**src/rtl/bcd_seg_scan.sv**
```systemverilog
// Five-position multiplexed 7-segment driver for signed BCD words, with
// leading-zero and anti-ghost blanking, frame-synchronous display updates and an invalid-nibble pulse.
module bcd_seg_scan #(
  parameter int CLK_DIV     = 1000,
  parameter int BLANK_CYC   = 2,
  parameter int SEG_ACT_LOW = 0,
  parameter int DIG_ACT_LOW = 0
) (
  input  logic        clk,
  input  logic        rstn,
  input  logic [16:0] bcd,
  input  logic        bcd_vld,
  output logic [6:0]  seg,
  output logic [4:0]  dig,
  output logic        frame,
  output logic        err
);

  localparam int CW = $clog2(CLK_DIV);
  localparam logic [6:0] SEG_INV = (SEG_ACT_LOW != 0) ? 7'h7F : 7'h00;
  localparam logic [4:0] DIG_INV = (DIG_ACT_LOW != 0) ? 5'h1F : 5'h00;

  logic [CW-1:0] r_cnt;
  logic [2:0]    r_idx;
  logic [16:0]   r_shadow;
  logic [16:0]   r_disp;
  logic          r_pend;
  logic [6:0]    r_seg;
  logic [4:0]    r_dig;
  logic          r_frame;
  logic          r_err;

  logic          w_tick;
  logic          w_wrap;
  logic [CW-1:0] w_cnt_nxt;
  logic [2:0]    w_idx_nxt;
  logic [16:0]   w_disp_nxt;
  logic          w_blank;
  logic          w_bad;
  logic [6:0]    w_glyph;
  logic [4:0]    w_dig_nxt;
  logic [6:0]    w_seg_nxt;

  function automatic logic [6:0] f_dec(input logic [3:0] n);
    case (n)
      4'd0:    f_dec = 7'h3F;
      4'd1:    f_dec = 7'h06;
      4'd2:    f_dec = 7'h5B;
      4'd3:    f_dec = 7'h4F;
      4'd4:    f_dec = 7'h66;
      4'd5:    f_dec = 7'h6D;
      4'd6:    f_dec = 7'h7D;
      4'd7:    f_dec = 7'h07;
      4'd8:    f_dec = 7'h7F;
      4'd9:    f_dec = 7'h6F;
      default: f_dec = 7'h79;
    endcase
  endfunction

  assign w_tick     = (r_cnt == CW'(CLK_DIV - 1));
  assign w_wrap     = w_tick && (r_idx == 3'd4);
  assign w_cnt_nxt  = w_tick ? '0 : r_cnt + CW'(1);
  assign w_idx_nxt  = w_tick ? ((r_idx == 3'd4) ? 3'd0 : r_idx + 3'd1) : r_idx;
  assign w_disp_nxt = (w_wrap && r_pend) ? r_shadow : r_disp;
  assign w_blank    = (w_cnt_nxt < CW'(BLANK_CYC));
  assign w_bad      = (bcd[15:12] > 4'd9) || (bcd[11:8] > 4'd9) ||
                      (bcd[7:4] > 4'd9) || (bcd[3:0] > 4'd9);

  // Outputs are registered from next-state values so they line up with cnt/idx.
  always_comb begin
    w_glyph = 7'h00;
    case (w_idx_nxt)
      3'd4: w_glyph = (w_disp_nxt[16] && (w_disp_nxt[15:0] != 16'h0)) ? 7'h40 : 7'h00;
      3'd3: w_glyph = (w_disp_nxt[15:12] == 4'h0) ? 7'h00 : f_dec(w_disp_nxt[15:12]);
      3'd2: w_glyph = (w_disp_nxt[15:8] == 8'h0) ? 7'h00 : f_dec(w_disp_nxt[11:8]);
      3'd1: w_glyph = (w_disp_nxt[15:4] == 12'h0) ? 7'h00 : f_dec(w_disp_nxt[7:4]);
      3'd0: w_glyph = f_dec(w_disp_nxt[3:0]);
      default: w_glyph = 7'h00;
    endcase
  end

  assign w_dig_nxt = w_blank ? 5'h00 : (5'd1 << w_idx_nxt);
  assign w_seg_nxt = w_blank ? 7'h00 : w_glyph;

  always_ff @(posedge clk or negedge rstn) begin
    if (!rstn) begin
      r_cnt    <= '0;
      r_idx    <= 3'd0;
      r_shadow <= 17'h0;
      r_disp   <= 17'h0;
      r_pend   <= 1'b0;
      r_seg    <= SEG_INV;
      r_dig    <= DIG_INV;
      r_frame  <= 1'b0;
      r_err    <= 1'b0;
    end else begin
      r_cnt   <= w_cnt_nxt;
      r_idx   <= w_idx_nxt;
      r_disp  <= w_disp_nxt;
      if (bcd_vld) r_shadow <= bcd;
      // A word arriving on the transfer edge keeps pending set for the next frame.
      r_pend  <= bcd_vld | (r_pend & ~w_wrap);
      r_frame <= w_wrap;
      r_err   <= bcd_vld & w_bad;
      r_seg   <= w_seg_nxt ^ SEG_INV;
      r_dig   <= w_dig_nxt ^ DIG_INV;
    end
  end

  assign seg   = r_seg;
  assign dig   = r_dig;
  assign frame = r_frame;
  assign err   = r_err;

endmodule

```
**config.mk**
```make
export PLATFORM = sky130hd
export DESIGN_NAME = bcd_seg_scan
export DESIGN_NICKNAME = d
export VERILOG_FILES = /design/src/rtl/bcd_seg_scan.sv
export SDC_FILE = /design/constraint.sdc
export NUM_CORES = 1
export LEC_CHECK = 0
export ABC_AREA = 1
export ABC_CLOCK_PERIOD_IN_PS = 5200
export CORE_ASPECT_RATIO = 2
export CORE_MARGIN = 2
export CORE_UTILIZATION = 55
export DETAILED_ROUTE_END_ITERATION = 6
export PLACE_DENSITY_LB_ADDON = 0.15
export SETUP_SLACK_MARGIN = 0.02
export SYNTH_ARGS = -nofsm -noshare
export SYNTH_HDL_FRONTEND = slang
export SYNTH_SLANG_ARGS = --single-unit
```
**constraint.sdc**
```tcl
create_clock -name clk -period 5.2 [get_ports clk]
set_input_delay 1.3 -clock clk [delete_from_list [all_inputs] [get_ports clk]]
set_output_delay 1.3 -clock clk [all_outputs]
set_load 0.02 [all_outputs]
```
* Word-level counts from Yosys, hierarchy flattened *
Memories as Yosys holds them, arrays and structs flattened.
Cells that the tools add are included.

operators by class
  add/subtract/negate cells = 2
  order comparisons = 5
  equal/unequal tests = 6
  shift operators = 1
  mux-type cells = 11
  bitwise logic cells = 4
  reduce and logical (&&, ||, !) cells = 11

operator list
  operator                                              count
  two-way mux 7 bit                                     5
  one-hot mux 7 bit (5 select lines)                    1
  two-way mux 17 bit                                    1
  > comparator 4 bit (second input constant)            4
  nonzero test 16 bit                                   1
  zero test 12 bit                                      1
  adder 10 x 1 -> 10 bit (second input constant)        1
  equality test 10 bit (second input constant)          1
  < comparator 10 x 2 -> 1 bit (second input constant)  1
  two-way mux 10 bit                                    1
  zero test 8 bit                                       1
  equality test 3 x 2 -> 1 bit (second input constant)  2
  equality test 3 bit (second input constant)           2
  two-way mux 3 bit                                     2
  two-way mux 5 bit                                     1
  << shifter 1 x 3 -> 5 bit (first input constant)      1
  zero test 4 bit                                       1
  adder 3 x 1 -> 3 bit (second input constant)          1
  equality test 3 x 1 -> 1 bit (second input constant)  1
  logical AND 1 bit                                     3
  zero test 3 bit                                       1
  logical OR 1 bit                                      3
  AND 1 bit                                             2
  NOT 1 bit                                             1
  OR 1 bit                                              1

word-level totals
  register bits after elaboration = 62
  ROM bits = 448
  input bits = 20
  output and inout bits = 14
  word-level logic and storage cells = 53
  memories kept = 4

memory list
  memory            words  bits a word  rd ports  clocked after Yosys merged registers in  wr ports  RTL line  source
  (name not given)  16     7            1         0                                        0         45        case (n)
  (name not given)  16     7            1         0                                        0         45
  (name not given)  16     7            1         0                                        0         45
  (name not given)  16     7            1         0                                        0         45

* Longest topological paths before layout *
  word-level depth = 9
  depth in mapped cells = 21
  gate-level depth less buffers = 19

* Worst setup path after synthesis *
OpenSTA, ideal clock, no wires.

  path kind = register -> register
  from = register r_cnt[0]
  to = register r_seg[6], in the netlist seg[6]
  setup time = 0.063 ns
  arrival time = 2.646 ns
  required time = 5.137 ns
  setup slack = 2.491 ns
  cell stages (with the launch flop) = 21
  buffers on the path = 2
  cells stage by stage = dfrtp_1 -> ha_1 -> nand2_2 -> nor2_4 -> nand2_4 -> nor2_8 -> nand3_4 -> buf_6 -> buf_2 -> o21ai_0 -> inv_1 -> ha_1 -> nand3_4 -> nor2_8 -> nor2_2 -> nand2_1 -> nand2_1 -> nor2_1 -> nand3_1 -> nand2_1 -> inv_1

on the way
  cells in the longest elaborated chain, start to end = 9
  elaborated cells between the ends (all ways) = 28

RTL lines
  item                                                                         RTL line  source
  start: declaration                                                           23        logic [CW-1:0] r_cnt;
  start signal: assignment                                                     97        r_cnt <= w_cnt_nxt;
  equality test 10 bit *                                                       60        assign w_tick = (r_cnt == CW'(CLK_DIV - 1));
  logical AND 1 bit *                                                          61        assign w_wrap = w_tick && (r_idx == 3'd4);
  logical AND 1 bit *                                                          64        assign w_disp_nxt = (w_wrap && r_pend) ? r_shadow : r_disp;
  two-way mux 17 bit *                                                         64
  named net w_disp_nxt[12]                                                     37        logic [16:0] w_disp_nxt;
  parallel branches: the longest is 3 deep, another holds memory (16 x 7 bit)  n/a
  one-hot mux 7 bit (5 select lines) *                                         72        case (w_idx_nxt)
  two-way mux 7 bit *                                                          83        assign w_seg_nxt = w_blank ? 7'h00 : w_glyph;
  named net w_seg_nxt[6]                                                       42        logic [6:0] w_seg_nxt;
  end signal: assignment                                                       105       r_seg <= w_seg_nxt ^ SEG_INV;
  end: declaration                                                             28        logic [6:0] r_seg;

Mark *: on every way through the listed nets, which the timed path passes.
A chain may end at the register's enable or synchronous reset.

* Final worst setup path *
Ends and elaborated chain as after synthesis.

==> impl_metrics.json <==
{
  "status": "complete, no violations",
  "clock_power_share": 0.507,
  "fin_crit_ns": 3.12,
  "switching_share": 0.213,
  "hold_viol_final": 0,
  "crit_path_start_kind": "register",
  "finalCritPeriodShare": 0.601,
  "place.port_buffers": 33,
  "cp_data_arrival_time_ns": 3.40,
  "area_growth_pct": 19.2,
  "postCtsHoldBufs": 0,
  "die_area_um2": 7330,
  "fin_skew_ns": 0.00617,
  "crit_type": "reg2reg",
  "power.density_nw_per_um2": 255,
  "ant_nets": 0,
  "core_um2": 6520,
  "grt_max_degree": 63,
  "max_freq_mhz": 320,
  "vias": 2949,
  "via_per_inst": 5.08,
  "grt_pass1_vias": 2868,
  "diodes": 0,
  "crit_top_cell": "nand2_1",
  "fin_util": 0.666,
  "grt_overflow": 0,
  "grt_pass1_wl_um": 12900,
  "die_w_um": 61.6,
  "final_cell_mix": "nand2_1 (106), inv_1 (65), dfrtp_1 (62)",
  "hold_path.class": "reg2reg",
  "cts_setup_buffers": 0,
  "p_leak_uw": 0.00223,
  "drtIter0Drc": 161,
  "fin_setup_tns_ns": 0,
  "wl_um": 7530,
  "die_h_um": 119,
  "netlist_instances": 448,
  "ir_drop_v": 0.000304,
  "grt.total_usage": 0.235,
  "yosys_register_bits": 62,
  "io_pins": 34,
  "fillerInstances": 611,
  "rsz0062_at_grt": "no",
  "drc": 0,
  "rows": 42,
  "cp_slowest_cell": "o21ai_0",
  "wl_per_cell_um": 13.0,
  "clk_pin_slew_ns": 0.05,
  "drive_above_1_share": 0.124,
  "timing_worst_slew_pin_value_ns": 0.742,
  "yosys_warnings": 0,
  "cts_tree": "done",
  "worstPathMaxFanout": 21,
  "ctsResizeCount": 0,
  "yosysSeqAreaShare": 0.426,
  "cts_buffers": 9,
  "p_switching_uw": 236,
  "cts_sinks": 62,
  "cts-root-buf": "clkbuf_16",
  "maxCapViolCount": 0,
  "hpwl_um": 5780,
  "crit_required_ns": 5.47,
  "worstPathCellList": "ha_1 > nand2_2 > nor2_4 > nand2_4 > nor2_8 > nand3_4 > o21ai_0 > inv_1 > ha_1 > nand3_4 > nor2_8 > nor2_2 > nand2_1 > nand2_1 > nor2_1 > nand3_1 > nand2_1 > inv_1",
  "clk_latency_ns": 0.33,
  "start_util": 0.559,
  "slew_viol_final": 0,
  "max_slew_margin": 0.504,
  "seqPwrFrac": 0.452,
  "clk_path_buf_depth": 2,
  "netlist_area_um2": 3640,
  "layout.nets": 530,
  "endpoint_kind": "register",
  "synth_nets": 491,
  "gp_congestion": 0.941,
  "antenna_found_initial": 0,
  "syn_area_per_cell_um2": 8.13,
  "synth_cell_type_count": 33,
  "slowest_delay_ns": 0.52,
  "intPower_uw": 872,
  "power.share.combinational": 0.041,
  "setup_viol": 0,
  "final_common_cell": "nand2_1",
  "h-tree-depth": 3,
  "first_pass_iters": 5
}
critical path, delay by kind of cell (launching register included):
| kind | cells | cell delay (ns) |
|---|---|---|
| compound gates | 1 | 0.52 |
| fa+ha+maj | 2 | 0.46 |
| buf+inv | 2 | 0.22 |
| flops | 1 | 0.37 |
| simple gates | 13 | 1.48 |
Yosys cell counts:
cell / count / share of area
ha_1: 23 / 0.079
nor2_1: 34 / 0.035
nand3b_1: 3 / 0.0062
a21oi_1: 6 / 0.0082
nor3_2: 1 / 0.0027
nor4_1: 1 / 0.0017
nand3_1: 47 / 0.065
dfrtp_1: 62 / 0.43
inv_1: 65 / 0.067
nor2_8: 3 / 0.016
nor3_1: 2 / 0.0027
buf_2: 1 / 0.0014
xor2_1: 1 / 0.0024
o21ai_1: 4 / 0.0055
clkbuf_1: 4 / 0.0041
o21bai_1: 1 / 0.0021
clkinv_1: 1 / 0.0010
nand2_2: 8 / 0.014
inv_2: 5 / 0.0052
or2_1: 3 / 0.0052
nand3_2: 3 / 0.0082
nand4_1: 9 / 0.015
o21ai_0: 29 / 0.040
buf_6: 1 / 0.0031
o211ai_1: 1 / 0.0021
nand2_1: 106 / 0.11
a41oi_1: 1 / 0.0024
nand3_4: 4 / 0.019
o21ai_2: 4 / 0.0096
nor2_2: 5 / 0.0086
o21ai_4: 1 / 0.0045
nor2_4: 1 / 0.0031
nand2_4: 8 / 0.025
cell families after synthesis:
family                   after synthesis  synth area share
AO/OA/AOI/OAI                         47            0.0742
buffers and inverters                 77            0.0817
adder cells (fa/ha/maj)               23            0.0790
AND/OR/NAND/NOR                      238             0.337
XOR/XNOR                               1           0.00240
flip-flops                            62             0.426
registers in the layout, indices dropped and copies added, names as in the netlist:
register / count
r_pend: 1
dig: 5
seg: 7
frame: 1
r_idx: 3
r_cnt: 10
err: 1
r_shadow: 17
r_disp: 17
power by group through the flow:
stage / Clock [µW] / Combinational (µW) / Sequential [µW]
after floorplan: 0 / 16.2 / 508
after global placement: 0 / 46.5 / 508
after detailed placement: 0 / 47.4 / 509
after CTS: 570 / 47.7 / 501
after global routing: 593 / 54.1 / 502
final: 562 / 45.8 / 501
stage by stage:
stage               instance area (µm²)  instances  setup slack (ns)  hold slack [ns]  total power (µW)
floorplan                          3640        448              2.49            0.433               524
global placement                   4060        564              2.04            0.442               555
detailed placement                 4060        564              2.00            0.459               556
CTS                                4340        580              2.04            0.470              1120
global route                       4340        580              1.76            0.509              1150
finish                             4340        580              2.08            0.471              1110
area by class of cell:
type	count	area, µm²	area share
clock buffers	12	267	0.0614
inverters	71	267	0.0614
flip-flops and latches	62	1550	0.357
multi-input cells	309	1790	0.413
clock inverters	4	20.0	0.00461
well taps	88	110	0.0254
repair buffers	34	333	0.0767
path summary, 6_finish.rpt:
path	start	to	slack, ns	cells past startpoint
max in group asynchronous	rstn	r_disp[8]	3.59	2
hold / removal	r_cnt[0]	r_cnt[0]	0.47	1
min in group asynchronous	rstn	r_cnt[3]	1.12	2
hold reg to reg	r_cnt[0]	r_cnt[0]	0.47	1
setup reg to reg	r_cnt[0]	seg[6]	2.08	18
setup / recovery	r_cnt[0]	seg[6]	2.08	18
routing by layer:
| layer | routed length, µm | GRT usage |
|---|---|---|
| met1 | 3060 | 0.293 |
| met2 | 4050 | 0.386 |
| met3 | 280 | 0.0521 |
| met4 | 136 | 0.0824 |
| met5 | 0 | 0 |
Power figures use the tool's default switching activity.
==> edit, RTL diff (same flow settings) <==
Set the parameter `CLK_DIV` to 500 (it was 1000).
--- a/src/rtl/bcd_seg_scan.sv
+++ b/src/rtl/bcd_seg_scan.sv
@@ -1,7 +1,7 @@
 // Five-position multiplexed 7-segment driver for signed BCD words, with
 // leading-zero and anti-ghost blanking, frame-synchronous display updates and an invalid-nibble pulse.
 module bcd_seg_scan #(
-  parameter int CLK_DIV     = 1000,
+  parameter int CLK_DIV     = 500,
   parameter int BLANK_CYC   = 2,
   parameter int SEG_ACT_LOW = 0,
   parameter int DIG_ACT_LOW = 0
Function: no difference found for any inputs over 10 cycles, from zero or initial values and one cycle with rstn low; that may be too few to reach the edited logic, so the function may still have changed.
==> edit against the unedited design <==
Wire length grew 4.5%; combinational power rose by 5.9%; sequential share of layout area increased by 0.48 points; design area is 2.9% lower; first-iteration DRC count shrank 24%; sequential cell count down 1; worst setup slack worse by 0.12 ns; power fell by 0.71%; synthesized cell count fell by 0.45%; global-route usage up 1.5 points; critical path depth decreased by 3; area after synthesis fell by 2.9%; critical endpoint unchanged.
==> edit: results (changes against the unedited design) <==
Yosys
  – Most frequent cells after synthesis: 108 x nand2_1, 65 x inv_1, 61 x dfrtp_1
  – Register area share after synthesis: 43.16% (+0.57 points)
  – Top post-synthesis cells by area: dfrtp_1 43%, nand2_1 11%, ha_1 8.1%, inv_1 6.9%, nand3_1 5.5%
  – Yosys cell types: 30 (-9.1%)
  – Asr flop ratio synth: 100.0% (unchanged)
  – Syn Nets: 489 (-0.41%)
  – Main synth FF type: dfrtp_1

Worst hold path
  – Hold Crit Class: reg2reg
  – Endpoint, Worst Hold: r_cnt[0]

Route
  – Drt pass-1 iters: 5 (unchanged)
  – DR vias: 2,969 (+0.68%)
  – Drt total wl: 7866 µm (+4.5%)
  – 1st-iter DRT viols: 123 (-24%)

Global routing
  – Largest net degree at the start of global routing: 62 (-1.6%)
  – Total GRT Usage: 25.02% (+1.5 points)
  – Initial antenna violation count: 0 (unchanged)
  – Global-route wire length before repair: 13,140 µm (+1.7%)

Cells and area
  – Largest regs: r_disp: 17 flops, r_shadow: 17 flops, r_cnt: 9 flops
  – Layout cells sized above 1: 11.25% (-1.2 points)
  – Antenna fix cells: 0 (unchanged)
  – Nets: 527 (-0.57%)

Worst setup path
  – Reg2Reg Setup Slack: 1.96 ns (-0.12 ns)
  – CP startpoint: r_idx[0]
  – CP endpoint: seg[6]
  – Worst-path maximum fanout: 36 (+71%)
  – Reg2reg end: seg[6]
  – R2r worst-path depth: 15 (-3)
  – Arr. time, crit path: 3.48 ns (+0.08 ns)

Clock tree
  – H-tree lvl count: 3 (unchanged)
  – CTS Buf Count: 9 (unchanged)
  – Clk root buf: clkbuf_16
  – Setup bufs post-CTS: 0 (unchanged)

Pwr
  – Seq pwr share: 44.8% (-0.4 points)
  – Switching share of power: 22.30% (+1.0 points)
  – Worst ir drop on vdd: 252.0 µV (-17%)
  – Clk power: 559 µW
  – Final Power: 1100 µW (-0.71%)
  – P_leak: 0.002119 µW (-4.9%)

Place
  – Gpl congestion: 0.8497 (-9.7%)
  – PortBufs: 33 (unchanged)
  – Post-detail-place hpwl: 6124 µm (+6.0%)

Timing
  – Rel. slew slack: 48.08% (-2.3 points)
  – Final Skew: 0.005153 ns (-0.001017 ns)

Run status
  – Outcome: finished, final reports clean

Floorplan
  – Initial Util: 56.52% (+0.60 points)
==> edit: changes by cell type after synthesis, sizes merged, moves of 2 or more <==
cell	delta
nor2	+13
nand3b	-2
nand4	-2
or2	-3
nand3	-11
nand2	-7
a21oi	+2
o21ai	+9
buf	+2
==> edit: routing by layer <==
| layer | up-vias | GRT usage, % | share of wire, % | wire, µm |
|---|---|---|---|---|
| met3 | 35 | 4.520 | 2.4 | 185 |
| met1 | 1391 | 22.26 | 33 | 2576 |
| li1 | 1491 | - | - | - |
| met5 | - | 0 | 0 | 0 |
| met4 | 0 | 14.27 | 4.8 | 379 |
| met2 | 52 | 47.38 | 60 | 4725 |
==> edit: final cells by class <==
class,instances,area [µm²]
clock buffers,11,252.7
inverters,69,261.5
multi-input cells,308,1693
flip-flops and latches,61,1526
well taps,86,107.6
repair buffers,35,340.3
fillers,562,2043
clock inverters,5,33.78
==> edit: logic make-up after synthesis <==
group	count (synthesis)	synth area share, %
and+or+nand+nor	227	30.03
DFF	61	43.16
adders and majority gates	23	8.136
buffers and inverters	77	8.985
AOI/OAI and AO/OA	58	9.693
==> edit: worst max-delay path, cell delays in order (launching register included) <==
cell	delay [ns]
dfrtp_1	0.39
inv_1	0.08
ha_1	0.14
nand2_1	0.12
inv_1	0.18
nand4_4	0.49
o21ai_0	0.62
inv_1	0.16
ha_1	0.24
nand3_2	0.10
nor2_4	0.06
nor2_1	0.19
nand2_1	0.09
nand2_1	0.07
nor2_1	0.04
a21oi_1	0.15
==> edit: stage by stage <==
step	setup WS [ns]	hold WS (ns)	area, µm²	cells
after floorplan	2.599	0.4331	3537	446
after global placement	2.001	0.4430	3929	559
after detailed placement	1.916	0.4590	3929	559
after CTS	1.894	0.4658	4215	575
after global routing	1.514	0.4887	4215	575
final	1.961	0.4620	4215	575
